<file path="config.mk">
export PLATFORM = sky130hd
export DESIGN_NAME = piso_serializer
export DESIGN_NICKNAME = d
export VERILOG_FILES = /design/src/rtl/piso_pkg.sv /design/src/rtl/piso_bit_counter.sv /design/src/rtl/piso_serializer.sv
export SDC_FILE = /design/constraint.sdc
export NUM_CORES = 1
export LEC_CHECK = 0
export CORE_AREA = 2 2 39 41
export CTS_CLUSTER_DIAMETER = 200
export DETAILED_ROUTE_END_ITERATION = 16
export DIE_AREA = 0 0 41 43
export DONT_BUFFER_PORTS = 1
export HOLD_SLACK_MARGIN = 0.03
export RECOVER_POWER = 100
export SLEW_MARGIN = 20
export SYNTH_ARGS = -nofsm -noshare
export SYNTH_HDL_FRONTEND = slang
export SYNTH_HIERARCHICAL = 1
export SYNTH_SLANG_ARGS = --single-unit
</file>
<file path="constraint.sdc">
create_clock -name clk -period 2.2 [get_ports clk]
set_input_delay 0.33 -clock clk [delete_from_list [all_inputs] [get_ports clk]]
set_output_delay 0.33 -clock clk [all_outputs]
set_load 0.02 [all_outputs]
</file>
<file path="src/rtl/piso_pkg.sv">
// piso_pkg: shared state type and frame-length helper for piso_serializer.
// PISO_PARITY_EN appends one even-parity bit to every frame.
package piso_pkg;
    typedef enum logic {IDLE, SHIFT} state_t;
    localparam int DEFAULT_WIDTH = 8;
    function automatic int frame_len(input int width);
`ifdef PISO_PARITY_EN
        return width + 1;
`else
        return width;
`endif
    endfunction
endpackage

</file>
<file path="src/rtl/piso_bit_counter.sv">
// piso_bit_counter: frame bit counter with clear, increment and is_last flag.
module piso_bit_counter #(
    parameter int FRAME_LEN = 8,
    parameter int CW = $clog2(FRAME_LEN + 1)
) (
    input  logic          clk,
    input  logic          rst,
    input  logic          clr,
    input  logic          inc,
    output logic [CW-1:0] cnt,
    output logic          is_last
);
    assign is_last = cnt == CW'(FRAME_LEN - 1);
    always_ff @(posedge clk) begin
        if (rst || clr) cnt <= '0;
        else if (inc) cnt <= cnt + 1'b1;
    end
endmodule

</file>
<file path="src/rtl/piso_serializer.sv">
// piso_serializer: valid/ready parallel-in, MSB-first serial-out with word_done pulse.
// PISO_PARITY_EN adds a trailing even-parity bit (frame becomes WIDTH+1 cycles).
module piso_serializer
    import piso_pkg::*;
#(
    parameter int WIDTH = DEFAULT_WIDTH
) (
    input  logic             clk,
    input  logic             rst,
    input  logic [WIDTH-1:0] in_data,
    input  logic             in_valid,
    output logic             in_ready,
    output logic             ser_out,
    output logic             ser_valid,
    output logic             word_done
);
    localparam int FL = frame_len(WIDTH);
    localparam int CW = $clog2(WIDTH + 1);
    state_t state, state_d;
    logic [WIDTH-1:0] shreg;
    logic [CW-1:0] bit_cnt;
    logic is_last, accept, shifting;
    assign in_ready = state == IDLE || is_last;
    assign accept = in_valid && in_ready;
    assign shifting = state == SHIFT && !is_last;
    piso_bit_counter #(.FRAME_LEN(FL), .CW(CW)) u_cnt (
        .clk(clk), .rst(rst), .clr(accept), .inc(shifting), .cnt(bit_cnt), .is_last(is_last)
    );
    always_comb begin
        state_d = accept ? SHIFT : (state == SHIFT && is_last) ? IDLE : state;
    end
    always_ff @(posedge clk) begin
        if (rst) state <= IDLE;
        else state <= state_d;
    end
    // shreg holds the bits still to be sent, next one at the MSB
`ifdef PISO_PARITY_EN
    logic par;
    always_ff @(posedge clk) begin
        if (rst) par <= 1'b0;
        else if (accept) par <= ^in_data;
    end
`endif
    always_ff @(posedge clk) begin
        if (rst) begin
            shreg     <= '0;
            ser_out   <= 1'b0;
            ser_valid <= 1'b0;
            word_done <= 1'b0;
        end else begin
            word_done <= state == SHIFT && is_last;
            if (accept) begin
                shreg     <= {in_data[WIDTH-2:0], 1'b0};
                ser_out   <= in_data[WIDTH-1];
                ser_valid <= 1'b1;
            end else if (shifting) begin
                shreg   <= shreg << 1;
`ifdef PISO_PARITY_EN
                ser_out <= (bit_cnt == CW'(WIDTH - 1)) ? par : shreg[WIDTH-1];
`else
                ser_out <= shreg[WIDTH-1];
`endif
            end else if (state == SHIFT) begin
                ser_out   <= 1'b0;
                ser_valid <= 1'b0;
            end
        end
    end
endmodule

</file>
==> qor.csv <==
stage,metric,value,unit
place,io_buffers,0,
timing,setup_viol,0,
power,vdd_ir_drop_max,0.000447,V
place,dp.cells,78,
floorplan,core,1380,µm²
logic_synthesis,synth_area_leaders,"dfxtp_1, mux2i_1, a211oi_2, nor2_1, nor3_1",
setup_path,worst-r2r-setup-slack,0.46,ns
logic_synthesis,synth_seq_area_share,0.428,
floorplan,io_pins,15,
finish,diodes,0,
timing,fin_ws,0.279,ns
finish,area_delta_synth_final,4.02,%
setup_path,crit_chain,"ha_1, nand2_1, nor2_1, nor2b_4, inv_1, buf_4",
drt,routed_wl,1000,µm
timing,whs,0.107,ns
finish,layout_commonest_cell,dfxtp_1,
floorplan,die_y,43,µm
drt,vias,444,
timing,hold_viol_final,0,
timing,finalMaxSlewViolations,0,
setup_path,crit_type,reg2out,
timing,max_clock_freq,521,MHz
setup_path,critPathBufInv,2,
timing,worst_pin_slew,0.340,ns
global_route,grt_busiest_layer,met2,
drt,viasPerCell,5.41,
global_route,antenna_found_initial,0,
logic_synthesis,async_flop_share,0,
floorplan,initial_utilization,0.473,
setup_path,rr_startpoint,u_cnt/cnt[0],
setup_path,critPathCaptureType,output port,
floorplan,dieArea,1760,µm²
logic_synthesis,synth_cells,64,
timing,setup_tns,0,ns
finish,drive_above_1_share,0.197,
floorplan,die_w,41,µm
logic_synthesis,synth-edff-count,0,
drt,antenna_left,0,
place,gp_congestion,0.648,
power,p_total,513,µW
finish,post-route-util,0.492,
logic_synthesis,netlist_area,654,µm²
clocking,cts_resized,0,
job,drv_cap,0,
clocking,cts_root_buf,clkbuf_4,
logic_synthesis,ys.warnings.count,6,
timing,final.setup_skew,0.00188,ns
setup_path,cp-startpoint,u_cnt/cnt[0],
setup_path,slowest_delay,0.37,ns
finish,fill_cells,139,
finish,num-nets-final,79,
global_route,grt_use_met1,0.179,
clocking,post-cts-setup-buffer-count,0,
logic_synthesis,syn_nets,76,
drt,first_iter_violations,2,
clocking,htreeDepth,1,
power,power_density,754,nW/µm²
place,dp_hpwl,719,µm
clocking,cts_tree,yes,
setup_path,critPathRequiredTime,1.87,ns
clocking,clock-sinks,14,
worst_hold_path,hold_class,in2reg,
global_route,grt_overflow,0,
clocking,clk_pin_slew,0.08,ns
global_route,grt_use_met3,0.0471,
power,power.leakage,0.283,nW
setup_path,cp.arrival,1.59,ns
timing,period_share,0.873,
logic_synthesis,synth.avg_cell_area,10.2,µm²
timing,maxSlewHeadroom,0.773,
global_route,grt_pass1_wl,1700,µm
finish,mostFrequentLayoutCells,"dfxtp_1, nor2_1, mux2i_1, a211oi_1",
clocking,clk_path_buf_depth,2,
logic_synthesis,ys_ff_latch,14,
setup_path,rr_worst_depth,8,
setup_path,crit_path_start_kind,flip-flop,
place,dp_slack,0.498,ns
floorplan,num_rows,14,
finish,final_cell_area,681,µm²
global_route,grt_usage,0.148,
timing,grt_setup_unrepaired,no,
drt,firstDrtPassIters,4,
logic_synthesis,synth_top_area_frac,0.428,
timing,period_needed,1.92,ns
setup_path,crit_cells,6,
clocking,cts_hold_buf,0,
logic_synthesis,yosysUniqueCellTypes,25,
drt,drc,0,
clocking,clock_latency,0.27,ns
setup_path,cp_max_fo,13,
logic_synthesis,synthFlopType,dfxtp_1,
global_route,met2_usage,0.203,
setup_path,cp-endpoint,in_ready,
status,status,"finished, final reports clean",
setup_path,rr_endpoint,u_cnt/cnt[2],
clocking,numCtsBuffers,3,
global_route,grt_max_degree,14,
setup_path,path_delay_family,simple AND/OR/NAND/NOR gates,
place,place_area,659,µm²
global_route,grt_pass1_vias,438,
setup_path,slowest_stage,dfxtp_1,
logic_synthesis,synth_top_cell_by_area,dfxtp_1,
drt,wl_per_cell,12.2,µm
finish,final-instance-count-excl-fill,82,
worst min-delay path by stage:
stage,to,cells after the start,slack [ns],start
CTS,shreg[3],1,0.09,rst
floorplan,u_cnt/cnt[1],2,0.49,u_cnt/cnt[1]
global placement,shreg[6],1,0.40,rst
global route,shreg[6],1,0.08,rst
detailed placement,shreg[3],1,0.40,rst
finish,shreg[6],1,0.11,rst
registers in the layout (all words and copies together), names as in the netlist:
signal,cells
shreg,7
word_done,1
u_cnt/cnt,4
ser_out,1
state,1
routing by layer:
layer | routed length, µm | share of wire
met5 | 0 | 0
met4 | 32 | 0.032
met3 | 56 | 0.056
met2 | 449 | 0.45
met1 | 465 | 0.46
cells in the mapped netlist, types with 2 or more instances:
| cell | count |
|---|---|
| dfxtp_1 | 14 |
| nor2_1 | 12 |
| mux2i_1 | 8 |
| a211oi_2 | 6 |
| nor3_1 | 3 |
| nand2_1 | 2 |
worst register-to-register path: stages (launching register included):
cell and delay [ns]:
dfxtp_1 0.34, ha_1 0.23, nand2_1 0.07, nor2_1 0.08, nor2b_4 0.24, inv_1 0.08
and2_2 0.21, or2_2 0.32, a21oi_1 0.11
power breakdown:
| part | switching, mW | total, mW | internal (mW) | leakage (nW) |
|---|---|---|---|---|
| registers | 0.0124 | 0.281 | 0.268 | 0.115 |
| logic | 0.0248 | 0.0517 | 0.0269 | 0.147 |
| clock network | 0.0800 | 0.181 | 0.101 | 0.0210 |
layout make-up:
class / instances / area [µm²] / share of cell area
Multi-Input combinational cell: 45 / 329 / 0.483
Sequential cell: 14 / 280 / 0.412
Clock buffer: 4 / 36.3 / 0.0533
Tap cell: 16 / 20.0 / 0.0294
Timing Repair Buffer: 1 / 7.51 / 0.0110
Inverter: 2 / 7.51 / 0.0110
kinds of logic (layout without fill, tap and decap cells):
group,count (synthesis),count (layout),share of synthesized area
compound gates,11,11,0.176
xor+xnor,1,1,0.0134
fa+ha+maj,1,1,0.0191
buf+inv,5,7,0.0459
flops,14,14,0.428
mux,9,9,0.140
simple gates,23,23,0.178
Power figures use the tool's default switching activity.
